--- config.mk ---
export PLATFORM = sky130hd
export DESIGN_NAME = uart_mem_master
export DESIGN_NICKNAME = d
export VERILOG_FILES = /design/src/rtl/uart_mem_master.sv
export SDC_FILE = /design/constraint.sdc
export NUM_CORES = 1
export LEC_CHECK = 0
export CAP_MARGIN = 20
export CORE_MARGIN = 2
export CORE_UTILIZATION = 50
export DETAILED_ROUTE_END_ITERATION = 6
export GPL_ROUTABILITY_DRIVEN = 0
export PLACE_DENSITY = 0.71
export RECOVER_POWER = 100
export SLEW_MARGIN = 30
export SYNTH_ARGS = -nofsm -noshare
export SYNTH_HDL_FRONTEND = slang
export SYNTH_SLANG_ARGS = --single-unit
--- constraint.sdc ---
create_clock -name clk_50M -period 2.25 [get_ports clk_50M]
set_input_delay 0.45 -clock clk_50M [delete_from_list [all_inputs] [get_ports clk_50M]]
set_output_delay 0.45 -clock clk_50M [all_outputs]
set_load 0.1 [all_outputs]
--- src/rtl/uart_mem_master.sv ---
// Host-side UART memory-access initiator: serialises read/write requests as 8N1 command frames
// and collects the remote reply. Define UART_MEM_MASTER_CHECKSUM_EN to add XOR checksum bytes.
module uart_mem_master #(
    parameter int unsigned CLK_HZ         = 50000000,
    parameter int unsigned BAUD           = 115200,
    parameter int unsigned TIMEOUT_CYCLES = 2000000
) (
    input  logic        clk_50M,
    input  logic        rst_n,
    input  logic        uart_rx_pin,
    output logic        uart_tx_pin,
    input  logic        req_valid,
    output logic        req_ready,
    input  logic        req_write,
    input  logic        req_space,
    input  logic [17:0] req_addr,
    input  logic [17:0] req_wdata,
    output logic        rsp_valid,
    output logic [17:0] rsp_rdata,
    output logic        rsp_err,
    output logic        busy
);

    localparam int unsigned CLKS_PER_BIT = CLK_HZ / BAUD;
    localparam int unsigned HALF_BIT     = CLKS_PER_BIT / 2;
    localparam int unsigned BAUD_W       = $clog2(CLKS_PER_BIT + 1);
    localparam int unsigned TMO_W        = $clog2(TIMEOUT_CYCLES + 1);
`ifdef UART_MEM_MASTER_CHECKSUM_EN
    localparam int unsigned CSUM_BYTES   = 1;
`else
    localparam int unsigned CSUM_BYTES   = 0;
`endif
    localparam int unsigned RD_TX_BYTES  = 4 + CSUM_BYTES;
    localparam int unsigned WR_TX_BYTES  = 7 + CSUM_BYTES;
    localparam int unsigned RD_RX_BYTES  = 3 + CSUM_BYTES;
    localparam int unsigned WR_RX_BYTES  = 1 + CSUM_BYTES;

    localparam logic [1:0] S_IDLE    = 2'd0;
    localparam logic [1:0] S_TX_BYTE = 2'd1;
    localparam logic [1:0] S_RX_WAIT = 2'd2;
    localparam logic [1:0] S_DONE    = 2'd3;

    localparam logic [1:0] R_IDLE  = 2'd0;
    localparam logic [1:0] R_START = 2'd1;
    localparam logic [1:0] R_DATA  = 2'd2;
    localparam logic [1:0] R_STOP  = 2'd3;

    // Main transaction state
    logic [1:0]        state_q, state_d;
    logic              wr_q, wr_d;
    logic              space_q, space_d;
    logic [17:0]       addr_q, addr_d;
    logic [17:0]       wdata_q, wdata_d;
    logic              tx_pin_q, tx_pin_d;
    logic [8:0]        tx_shift_q, tx_shift_d;
    logic [3:0]        tx_bit_q, tx_bit_d;
    logic [BAUD_W-1:0] tx_baud_q, tx_baud_d;
    logic [2:0]        tx_idx_q, tx_idx_d;
    logic [TMO_W-1:0]  tmo_q, tmo_d;
    logic [1:0]        rx_cnt_q, rx_cnt_d;
    logic [17:0]       rx_data_q, rx_data_d;
    logic              err_acc_q, err_acc_d;
`ifdef UART_MEM_MASTER_CHECKSUM_EN
    logic [7:0]        csum_q, csum_d;
`endif
    logic              req_ready_q, req_ready_d;
    logic              busy_q, busy_d;
    logic              rsp_valid_q, rsp_valid_d;
    logic [17:0]       rsp_rdata_q, rsp_rdata_d;
    logic              rsp_err_q, rsp_err_d;

    // Receiver state
    logic              rx_meta_q, rx_sync_q, rx_prev_q;
    logic [1:0]        rx_state_q, rx_state_d;
    logic [BAUD_W-1:0] rx_baud_q, rx_baud_d;
    logic [2:0]        rx_bitn_q, rx_bitn_d;
    logic [7:0]        rx_shift_q, rx_shift_d;
    logic              rx_done_c;

    logic [2:0]        tx_last_idx_c;
    logic [2:0]        tx_next_idx_c;
    logic [7:0]        tx_first_c;
    logic [7:0]        tx_next_c;
    logic [1:0]        rx_last_cnt_c;
    logic              rx_bad_c;

    function automatic logic [7:0] frame_byte(input logic [2:0]  idx,
                                              input logic        wr,
                                              input logic        sp,
                                              input logic [17:0] addr,
                                              input logic [17:0] wdata);
        logic [7:0] b;
        b = 8'h00;
        case (idx)
            3'd0:    b = {6'b101000, wr, sp};
            3'd1:    b = addr[7:0];
            3'd2:    b = addr[15:8];
            3'd3:    b = {6'b000000, addr[17:16]};
            3'd4:    b = wdata[7:0];
            3'd5:    b = wdata[15:8];
            3'd6:    b = {6'b000000, wdata[17:16]};
            default: b = 8'h00;
        endcase
        return b;
    endfunction

    // Byte receiver: edge-triggered start, mid-bit sampling, framing errors dropped silently
    always_comb begin
        rx_state_d = rx_state_q;
        rx_baud_d  = rx_baud_q;
        rx_bitn_d  = rx_bitn_q;
        rx_shift_d = rx_shift_q;
        rx_done_c  = 1'b0;
        case (rx_state_q)
            R_IDLE: begin
                if (rx_prev_q && !rx_sync_q) begin
                    rx_state_d = R_START;
                    rx_baud_d  = '0;
                end
            end
            R_START: begin
                if (rx_baud_q == BAUD_W'(HALF_BIT - 1)) begin
                    rx_baud_d  = '0;
                    rx_bitn_d  = 3'd0;
                    rx_state_d = rx_sync_q ? R_IDLE : R_DATA;
                end else begin
                    rx_baud_d = BAUD_W'(rx_baud_q + BAUD_W'(1));
                end
            end
            R_DATA: begin
                if (rx_baud_q == BAUD_W'(CLKS_PER_BIT - 1)) begin
                    rx_baud_d  = '0;
                    rx_shift_d = {rx_sync_q, rx_shift_q[7:1]};
                    rx_bitn_d  = 3'(rx_bitn_q + 3'd1);
                    if (rx_bitn_q == 3'd7) begin
                        rx_state_d = R_STOP;
                    end
                end else begin
                    rx_baud_d = BAUD_W'(rx_baud_q + BAUD_W'(1));
                end
            end
            R_STOP: begin
                if (rx_baud_q == BAUD_W'(CLKS_PER_BIT - 1)) begin
                    rx_baud_d  = '0;
                    rx_state_d = R_IDLE;
                    rx_done_c  = rx_sync_q;
                end else begin
                    rx_baud_d = BAUD_W'(rx_baud_q + BAUD_W'(1));
                end
            end
            default: rx_state_d = R_IDLE;
        endcase
    end

    // Transaction FSM: frame transmit, reply collection, response
    always_comb begin
        state_d     = state_q;
        wr_d        = wr_q;
        space_d     = space_q;
        addr_d      = addr_q;
        wdata_d     = wdata_q;
        tx_pin_d    = tx_pin_q;
        tx_shift_d  = tx_shift_q;
        tx_bit_d    = tx_bit_q;
        tx_baud_d   = tx_baud_q;
        tx_idx_d    = tx_idx_q;
        tmo_d       = tmo_q;
        rx_cnt_d    = rx_cnt_q;
        rx_data_d   = rx_data_q;
        err_acc_d   = err_acc_q;
`ifdef UART_MEM_MASTER_CHECKSUM_EN
        csum_d      = csum_q;
`endif
        req_ready_d = req_ready_q;
        busy_d      = busy_q;
        rsp_valid_d = 1'b0;
        rsp_rdata_d = rsp_rdata_q;
        rsp_err_d   = rsp_err_q;
        rx_bad_c    = 1'b0;

        tx_last_idx_c = wr_q ? 3'(WR_TX_BYTES - 1) : 3'(RD_TX_BYTES - 1);
        rx_last_cnt_c = wr_q ? 2'(WR_RX_BYTES - 1) : 2'(RD_RX_BYTES - 1);
        tx_next_idx_c = 3'(tx_idx_q + 3'd1);
        tx_first_c    = frame_byte(3'd0, req_write, req_space, req_addr, req_wdata);
        tx_next_c     = frame_byte(tx_next_idx_c, wr_q, space_q, addr_q, wdata_q);
`ifdef UART_MEM_MASTER_CHECKSUM_EN
        if (tx_next_idx_c == tx_last_idx_c) begin
            tx_next_c = csum_q;
        end
`endif

        case (state_q)
            S_IDLE: begin
                if (req_valid && req_ready_q) begin
                    wr_d        = req_write;
                    space_d     = req_space;
                    addr_d      = req_addr;
                    wdata_d     = req_wdata;
                    tx_pin_d    = 1'b0;
                    tx_shift_d  = {1'b1, tx_first_c};
                    tx_bit_d    = 4'd0;
                    tx_baud_d   = '0;
                    tx_idx_d    = 3'd0;
`ifdef UART_MEM_MASTER_CHECKSUM_EN
                    csum_d      = tx_first_c;
`endif
                    req_ready_d = 1'b0;
                    busy_d      = 1'b1;
                    state_d     = S_TX_BYTE;
                end
            end
            S_TX_BYTE: begin
                if (tx_baud_q == BAUD_W'(CLKS_PER_BIT - 1)) begin
                    tx_baud_d = '0;
                    if (tx_bit_q == 4'd9) begin
                        if (tx_idx_q == tx_last_idx_c) begin
                            state_d   = S_RX_WAIT;
                            tmo_d     = '0;
                            rx_cnt_d  = 2'd0;
                            err_acc_d = 1'b0;
`ifdef UART_MEM_MASTER_CHECKSUM_EN
                            csum_d    = 8'h00;
`endif
                        end else begin
                            tx_pin_d   = 1'b0;
                            tx_shift_d = {1'b1, tx_next_c};
                            tx_bit_d   = 4'd0;
                            tx_idx_d   = tx_next_idx_c;
`ifdef UART_MEM_MASTER_CHECKSUM_EN
                            csum_d     = csum_q ^ tx_next_c;
`endif
                        end
                    end else begin
                        tx_pin_d   = tx_shift_q[0];
                        tx_shift_d = {1'b1, tx_shift_q[8:1]};
                        tx_bit_d   = 4'(tx_bit_q + 4'd1);
                    end
                end else begin
                    tx_baud_d = BAUD_W'(tx_baud_q + BAUD_W'(1));
                end
            end
            S_RX_WAIT: begin
                tmo_d = TMO_W'(tmo_q + TMO_W'(1));
                if (rx_done_c) begin
                    if (wr_q) begin
                        rx_bad_c = (rx_shift_q != 8'h55);
                    end else begin
                        case (rx_cnt_q)
                            2'd0:    rx_data_d[7:0]   = rx_shift_q;
                            2'd1:    rx_data_d[15:8]  = rx_shift_q;
                            2'd2:    rx_data_d[17:16] = rx_shift_q[1:0];
`ifdef UART_MEM_MASTER_CHECKSUM_EN
                            default: rx_bad_c = (rx_shift_q != csum_q);
`else
                            default: rx_bad_c = 1'b0;
`endif
                        endcase
`ifdef UART_MEM_MASTER_CHECKSUM_EN
                        if (rx_cnt_q != 2'd3) begin
                            csum_d = csum_q ^ rx_shift_q;
                        end
`endif
                    end
                    rx_cnt_d  = 2'(rx_cnt_q + 2'd1);
                    err_acc_d = err_acc_q | rx_bad_c;
                    if (rx_cnt_q == rx_last_cnt_c) begin
                        state_d     = S_DONE;
                        rsp_valid_d = 1'b1;
                        rsp_err_d   = err_acc_q | rx_bad_c;
                        if (!wr_q) begin
                            rsp_rdata_d = rx_data_d;
                        end
                    end
                end
                // Timeout only fires if this cycle did not complete the reply
                if (state_d == S_RX_WAIT && tmo_q == TMO_W'(TIMEOUT_CYCLES - 1)) begin
                    state_d     = S_DONE;
                    rsp_valid_d = 1'b1;
                    rsp_err_d   = 1'b1;
                end
            end
            S_DONE: begin
                state_d     = S_IDLE;
                req_ready_d = 1'b1;
                busy_d      = 1'b0;
            end
            default: state_d = S_IDLE;
        endcase
    end

    always_ff @(posedge clk_50M or negedge rst_n) begin
        if (!rst_n) begin
            state_q     <= S_IDLE;
            wr_q        <= 1'b0;
            space_q     <= 1'b0;
            addr_q      <= '0;
            wdata_q     <= '0;
            tx_pin_q    <= 1'b1;
            tx_shift_q  <= '1;
            tx_bit_q    <= '0;
            tx_baud_q   <= '0;
            tx_idx_q    <= '0;
            tmo_q       <= '0;
            rx_cnt_q    <= '0;
            rx_data_q   <= '0;
            err_acc_q   <= 1'b0;
`ifdef UART_MEM_MASTER_CHECKSUM_EN
            csum_q      <= '0;
`endif
            req_ready_q <= 1'b1;
            busy_q      <= 1'b0;
            rsp_valid_q <= 1'b0;
            rsp_rdata_q <= '0;
            rsp_err_q   <= 1'b0;
            rx_meta_q   <= 1'b1;
            rx_sync_q   <= 1'b1;
            rx_prev_q   <= 1'b1;
            rx_state_q  <= R_IDLE;
            rx_baud_q   <= '0;
            rx_bitn_q   <= '0;
            rx_shift_q  <= '0;
        end else begin
            state_q     <= state_d;
            wr_q        <= wr_d;
            space_q     <= space_d;
            addr_q      <= addr_d;
            wdata_q     <= wdata_d;
            tx_pin_q    <= tx_pin_d;
            tx_shift_q  <= tx_shift_d;
            tx_bit_q    <= tx_bit_d;
            tx_baud_q   <= tx_baud_d;
            tx_idx_q    <= tx_idx_d;
            tmo_q       <= tmo_d;
            rx_cnt_q    <= rx_cnt_d;
            rx_data_q   <= rx_data_d;
            err_acc_q   <= err_acc_d;
`ifdef UART_MEM_MASTER_CHECKSUM_EN
            csum_q      <= csum_d;
`endif
            req_ready_q <= req_ready_d;
            busy_q      <= busy_d;
            rsp_valid_q <= rsp_valid_d;
            rsp_rdata_q <= rsp_rdata_d;
            rsp_err_q   <= rsp_err_d;
            rx_meta_q   <= uart_rx_pin;
            rx_sync_q   <= rx_meta_q;
            rx_prev_q   <= rx_sync_q;
            rx_state_q  <= rx_state_d;
            rx_baud_q   <= rx_baud_d;
            rx_bitn_q   <= rx_bitn_d;
            rx_shift_q  <= rx_shift_d;
        end
    end

    assign uart_tx_pin = tx_pin_q;
    assign req_ready   = req_ready_q;
    assign busy        = busy_q;
    assign rsp_valid   = rsp_valid_q;
    assign rsp_rdata   = rsp_rdata_q;
    assign rsp_err     = rsp_err_q;

endmodule

# [After elaboration in Yosys (flattened, before gate mapping)]
# Index checks and enable logic that the tools add are counted.
[word_totals] regBits=155 out_inout_bits=23 in_bits=42
[op_classes] n_reduce_logical=29 n_addsub=7 bitwise=2 n_mux=82 n_eq_ne=36
[op_table] op="two-way mux 9 bit" count=9
[op_table] op="two-way mux 21 bit" count=3
[op_table] op="case mux 8 bit (7 select lines)" count=1
[op_table] op="case mux 21 bit (2 select lines)" count=1
[op_table] op="two-way mux 2 bit" count=20
[op_table] op="case mux 9 bit (2 select lines)" count=2
[op_table] op="case mux 9 bit (3 select lines)" count=1
[op_table] op="!= test 2 bit, second input constant" count=11
[op_table] op="adder 21 x 1 -> 21 bit, second input constant" count=1
[op_table] op="equality test 21 bit, second input constant" count=1
[op_table] op="two-way mux 1 bit" count=21
[op_table] op="two-way mux 3 bit" count=7
[op_table] op="adder 9 x 1 -> 9 bit, second input constant" count=2
[op_table] op="equality test 9 bit, second input constant" count=2
[op_table] op="two-way mux 18 bit" count=1
[op_table] op="two-way mux 4 bit" count=4
[op_table] op="two-way mux 8 bit" count=2
[op_table] op="case mux 2 bit (4 select lines)" count=2
[op_table] op="AND reduction 4 bit" count=4
[op_table] op="AND reduction 5 bit" count=3
[op_table] op="equality test 2 bit, second input constant" count=6
[op_table] op="equality test 3 bit, second input constant" count=4
[op_table] op="case mux 3 bit (2 select lines)" count=2
[op_table] op="nonzero test 2 bit" count=6
[op_table] op="other kinds (24)" count=40

# [Longest topological paths before layout]
[depth] ltp_word=9 mapped_depth=9

# [Worst setup path before layout]
# No wires, ideal clock.
[synth_timing] path_type="reg-to-reg" start="register tx_idx_q[0]" end="register tx_shift_q[5]" arrival_ns=1.947 setup_ns=0.081 setup_slack_ns=0.222 path_buffers=0 synth_period_minus_slack_ns=2.028 required_time_ns=2.169 stages_incl_launch_ff=7 path_cell_list="dfrtp_1 > ha_1 > xnor2_1 > mux2_2 > a221oi_1 > o31a_1 > o21ai_1"
[synth_between] elab_chain_cells=7 elab_cells_between_ends=16
[synth_lines] element="start, declared" line_no="58" source="logic [2:0] tx_idx_q, tx_idx_d;"
[synth_lines] element="start signal, assigned" line_no="332" source="tx_idx_q <= tx_idx_d;"
[synth_lines] element="adder 3 x 1 -> 3 bit" line_no="183" source="tx_next_idx_c = 3'(tx_idx_q + 3'd1);"
[synth_lines] element="equality test 3 bit (tied with other cells)" line_no="94" source="case (idx)"
[synth_lines] element="case mux 8 bit (7 select lines)" line_no="94"
[synth_lines] element="two-way mux 9 bit" line_no="216" source="if (tx_idx_q == tx_last_idx_c) begin"
[synth_lines] element="two-way mux 9 bit" line_no="215" source="if (tx_bit_q == 4'd9) begin"
[synth_lines] element="two-way mux 9 bit" line_no="213" source="if (tx_baud_q == BAUD_W'(CLKS_PER_BIT - 1)) begin"
[synth_lines] element="case mux 9 bit (2 select lines)" line_no="192" source="case (state_q)"
[synth_lines] element="end signal, assigned" line_no="329" source="tx_shift_q <= tx_shift_d;"
[synth_lines] element="end, declared" line_no="55" source="logic [8:0] tx_shift_q, tx_shift_d;"
# Several ways; a longest one is shown, not always the timed one. The select of a mux whose other input is x is not followed.
# A chain may end at the register's enable or synchronous reset.

# [Worst setup path in the final report]
[layout_timing] start="register rx_baud_q[0]" end="register rx_baud_q[5]"
[layout_between] elab_chain_cells=3 elab_cells_between_ends=6
[layout_lines] element="start, declared" line_no="75" source="logic [BAUD_W-1:0] rx_baud_q, rx_baud_d;"
[layout_lines] element="start signal, assigned" line_no="349" source="rx_baud_q <= rx_baud_d;"
[layout_lines] element="adder 9 x 1 -> 9 bit (tied with other cells)" line_no="127, 139, 148"
[layout_lines] element="two-way mux 9 bit (on tied branches)" line_no="131, 143, 122"
[layout_lines] element="case mux 9 bit (3 select lines) *" line_no="114" source="case (rx_state_q)"
# Mark *: on every way between the ends. The rest lies on a longest branch, timed or not.

==> flow_metrics.tcl <==
set metrics [dict create \
    pwr-share-clk_pct 35.6 \
    synth_enable_flop_cells 0 \
    dr_total_vias 5666 \
    power.switching_fraction_pct 30.4 \
    grt_start_max_net_pins 47 \
    slew_headroom_pct 25.5 \
    cp_num_buf_inv 1 \
    pwr-share-seq_pct 38.4 \
    filler_cell_count 1216 \
    postSynthNetCount 768 \
    clock_tree_from_tritoncts "built" \
    cts_htree_levels 4 \
    tightest_slew_ps 1120 \
    grt_pass1_wl_um 28100 \
    synthesis.area_sq_um 7690 \
    drv_slew 0 \
    cts_sink_cnt 154 \
    placedInstanceArea_sq_um 8620 \
    hpwlAfterDp_um 11400 \
    critical_path_class "flip-flop to flip-flop" \
    grt_pass1_vias 5777 \
    final_min_period_over_clock_period_pct 94.7 \
    power.density_nw_per_um2 1020 \
    status "completed" \
    internal_power_mw 6.63 \
    area.growth.synth_to_final_pct 21.3 \
    route.detailed.drc 0 \
    setup.worst_path.start "rx_baud_q[0]" \
    path_category_of_the_worst_min_delay_check "flip-flop to flip-flop" \
    layout.core_utilization_pct 61.6 \
    fin_nets 851 \
    setup.reg_to_reg.worst_slack_ps 120 \
    timing.critical_path.to_type "flip-flop" \
    worst-endpoint-arrival_ps 2440 \
    combinationalPowerShare_pct 26.0 \
    synthesis.yosys.warnings 0 \
    cts.path.max_buffers 2 \
    hold_start "rx_meta_q" \
    ys.flop_type "dfrtp_1" \
    clock-skew-final_ps 7.43 \
    globalRouteOverflowTotal 0 \
    postSynthCellCount 703 \
    die_height_um 128 \
    crit_required_ps 2560 \
    leakage_nw 4.12 \
    core-area_sq_um 15100 \
    insertion_delay_ps 420 \
    drive_gt1_share_pct 23.8 \
    largest_fanout_on_the_critical_path 9 \
    power.net_switching_mw 2.89 \
    top_cell_family_by_delay_on_the_critical_path "simple AND/OR/NAND/NOR gates" \
    maxcap_violations 0 \
    max_stage_delay_cell_worst_path "or4b_1" \
    category_of_the_worst_setup_path_launch_point "flip-flop" \
    share_of_synthesized_flip_flops_with_an_asynchronous_set_or_reset_pct 100 \
    floorplan.die_area_sq_um 16400 \
    achievable-frequency_mhz 469 \
    drtPass1Iterations 5 \
    io_pins 65 \
    yosys_register_bits 154 \
    yosysSeqAreaShare_pct 50.3 \
    finalInstanceArea_sq_um 9330 \
    track_usage_pct 21.5 \
    cp_cell_sequence "inv_1, ha_1, or4b_1, nor3_4, a2bb2oi_4, o21ai_0, a22o_1" \
    floorplan.rows 45 \
    report.final.hold_viol_count 0 \
    finalSetupViolations 0 \
    port_buffers 64 \
    drt-initial-drc-count 368 \
    cts-buffers-inserted 17 \
    root_buffer "clkbuf_16" \
    cts_clock_pin_slew_for_the_worst_setup_and_hold_paths_ps 60 \
    finalWorstPathRequiredPeriod_ps 2130 \
    syn_area_per_cell_sq_um 10.9 \
    totalWireLength_um 16600 \
    grt_antenna_before_repair 0 \
    vias_per_cell 5.74 \
    cp_slowest_stage_delay_ps 480 \
    drt-wirelength-per-cell_um 16.8 \
    floorplan.initialDensity_pct 50.8 \
    die_x_um 128 \
    yosys.cell_types.count 75 \
    antenna_cells 0 \
    worstReg2RegStart "rx_baud_q[0]" \
    ir_worst_vdd_v 0.000638 \
    final.setup.tns_ps 0 \
    route.antenna.remaining_nets 0 \
]
routing by layer:
layer / GRT usage, % / vias to the layer above / wire, um
met2: 34.9 / 116 / 7970
met5: 0 / - / 0
met4: 7.56 / 0 / 269
met3: 4.51 / 22 / 537
met1: 28.8 / 2805 / 7800
li1: - / 2723 / -
layout by cell type, fill, tap and decap left out, types with 5 or more instances in the layout:
cell	Yosys	routed
clkbuf_2	1	24
mux2i_1	19	19
dfrtp_1	141	141
bufinv_16	0	7
clkdlybuf4s50_1	0	39
nand4_1	11	11
nand2_1	66	65
a21oi_1	46	46
o31ai_1	11	11
a22o_1	6	6
nor2_1	46	46
nor2b_1	5	5
o22ai_1	6	6
xor2_1	6	6
o21ai_0	34	34
nand3_1	17	16
and3_1	10	10
a221oi_1	12	12
nor2_2	5	5
ha_1	23	23
xnor2_1	15	14
clkbuf_16	0	17
nor3_1	14	14
buf_4	0	25
inv_1	24	24
dfstp_2	13	12
mux2_2	59	59
or3_1	5	5
power groups by stage:
| stage | combinational, mW | clock (mW) | sequential (mW) |
|---|---|---|---|
| global placement | 2.33 | 0 | 3.67 |
| global route | 2.75 | 3.58 | 3.73 |
| finish | 2.47 | 3.39 | 3.66 |
| detailed placement | 2.42 | 0 | 3.70 |
| CTS | 2.45 | 3.44 | 3.66 |
| floorplan | 1.66 | 0 | 3.70 |
final timing paths:
| kind | to | cells after the start |
|---|---|---|
| min in group asynchronous | rsp_rdata[5] | 2 |
| hold reg to reg | rx_sync_q | 0 |
| setup reg to reg | rx_baud_q[5] | 7 |
| hold / removal | rx_sync_q | 0 |
| max in group asynchronous | rx_data_q[12] | 3 |
| setup / recovery | rx_baud_q[5] | 7 |
kinds of logic after synthesis:
kind of cell             Yosys count  share of synthesized area, %
AO/OA/AOI/OAI                    158                          14.7
XOR/XNOR                          21                          2.39
flip-flops                       154                          50.3
adder cells (fa/ha/maj)           23                          3.74
AND/OR/NAND/NOR                  214                          14.8
buffers and inverters             55                          2.98
multiplexers                      78                          11.1
stage by stage:
step,cells,power (mW),hold slack [ps],worst slack [ps]
3_5_place_dp,951,6.13,348,1.44
3_3_place_gp,951,6.00,346,71.2
4_1_cts,984,9.55,357,83.7
2_1_floorplan,703,5.36,154,222
6_report,987,9.52,362,120
5_1_grt,987,10.1,363,-1.98
area by class of cell:
cell class	instances	area (sq um)	area share [%]
inverter	24	90.1	0.965
clock inverter	14	267	2.86
timing repair buffer	95	790	8.46
clock buffer	18	439	4.71
sequential	154	3870	41.5
multi-input combinational	494	3640	39.0
tap	188	235	2.52
cell usage after synthesis (6+ instances only):
| library cell | n | share of area, % |
|---|---|---|
| dfrtp_1 | 141 | 46 |
| nand2_1 | 66 | 3.2 |
| mux2_2 | 59 | 8.6 |
| a21oi_1 | 46 | 3.0 |
| nor2_1 | 46 | 2.2 |
| o21ai_0 | 34 | 2.2 |
| inv_1 | 24 | 1.2 |
| ha_1 | 23 | 3.7 |
| mux2i_1 | 19 | 2.5 |
| clkbuf_1 | 18 | 0.88 |
| nand3_1 | 17 | 1.1 |
| xnor2_1 | 15 | 1.7 |
| nor3_1 | 14 | 0.91 |
| dfstp_2 | 13 | 4.4 |
| a221oi_1 | 12 | 1.4 |
| nand4_1 | 11 | 0.89 |
| o31ai_1 | 11 | 1.1 |
| and3_1 | 10 | 0.81 |
| a22o_1 | 6 | 0.68 |
| o22ai_1 | 6 | 0.49 |
| xor2_1 | 6 | 0.68 |
flip-flops by register name, indices dropped and copies added (netlist names), 2 cells and up, named ones only:
signal and count:
rx_cnt_q 2, state_q 2, tx_baud_q 9, rsp_rdata 18, tx_shift_q 8, tx_bit_q 4, rx_data_q 18, tmo_q 21
tx_idx_q 3, rx_baud_q 9, wdata_q 18, rx_bitn_q 3, addr_q 18, rx_shift_q 8
worst reg2reg max path: cells and delay by family, from the launching register on:
kind,cells,cell delay (ps)
buf+inv,1,90
compound gates,3,650
fa+ha+maj,1,140
simple gates,2,710
flops,1,430
what timing repair did:
item | 4_1_cts | 5_1_grt
setup buffers | 0 | 3
setup endpoints to repair | 1 | 9
hold buffers | 1 | 0
gates cloned | 0 | 0
gates resized for setup | 1 | 6
hold endpoints to repair | 38 | 0
pin swaps | 0 | 2
Note: power is estimated with default switching activity, not from simulation.
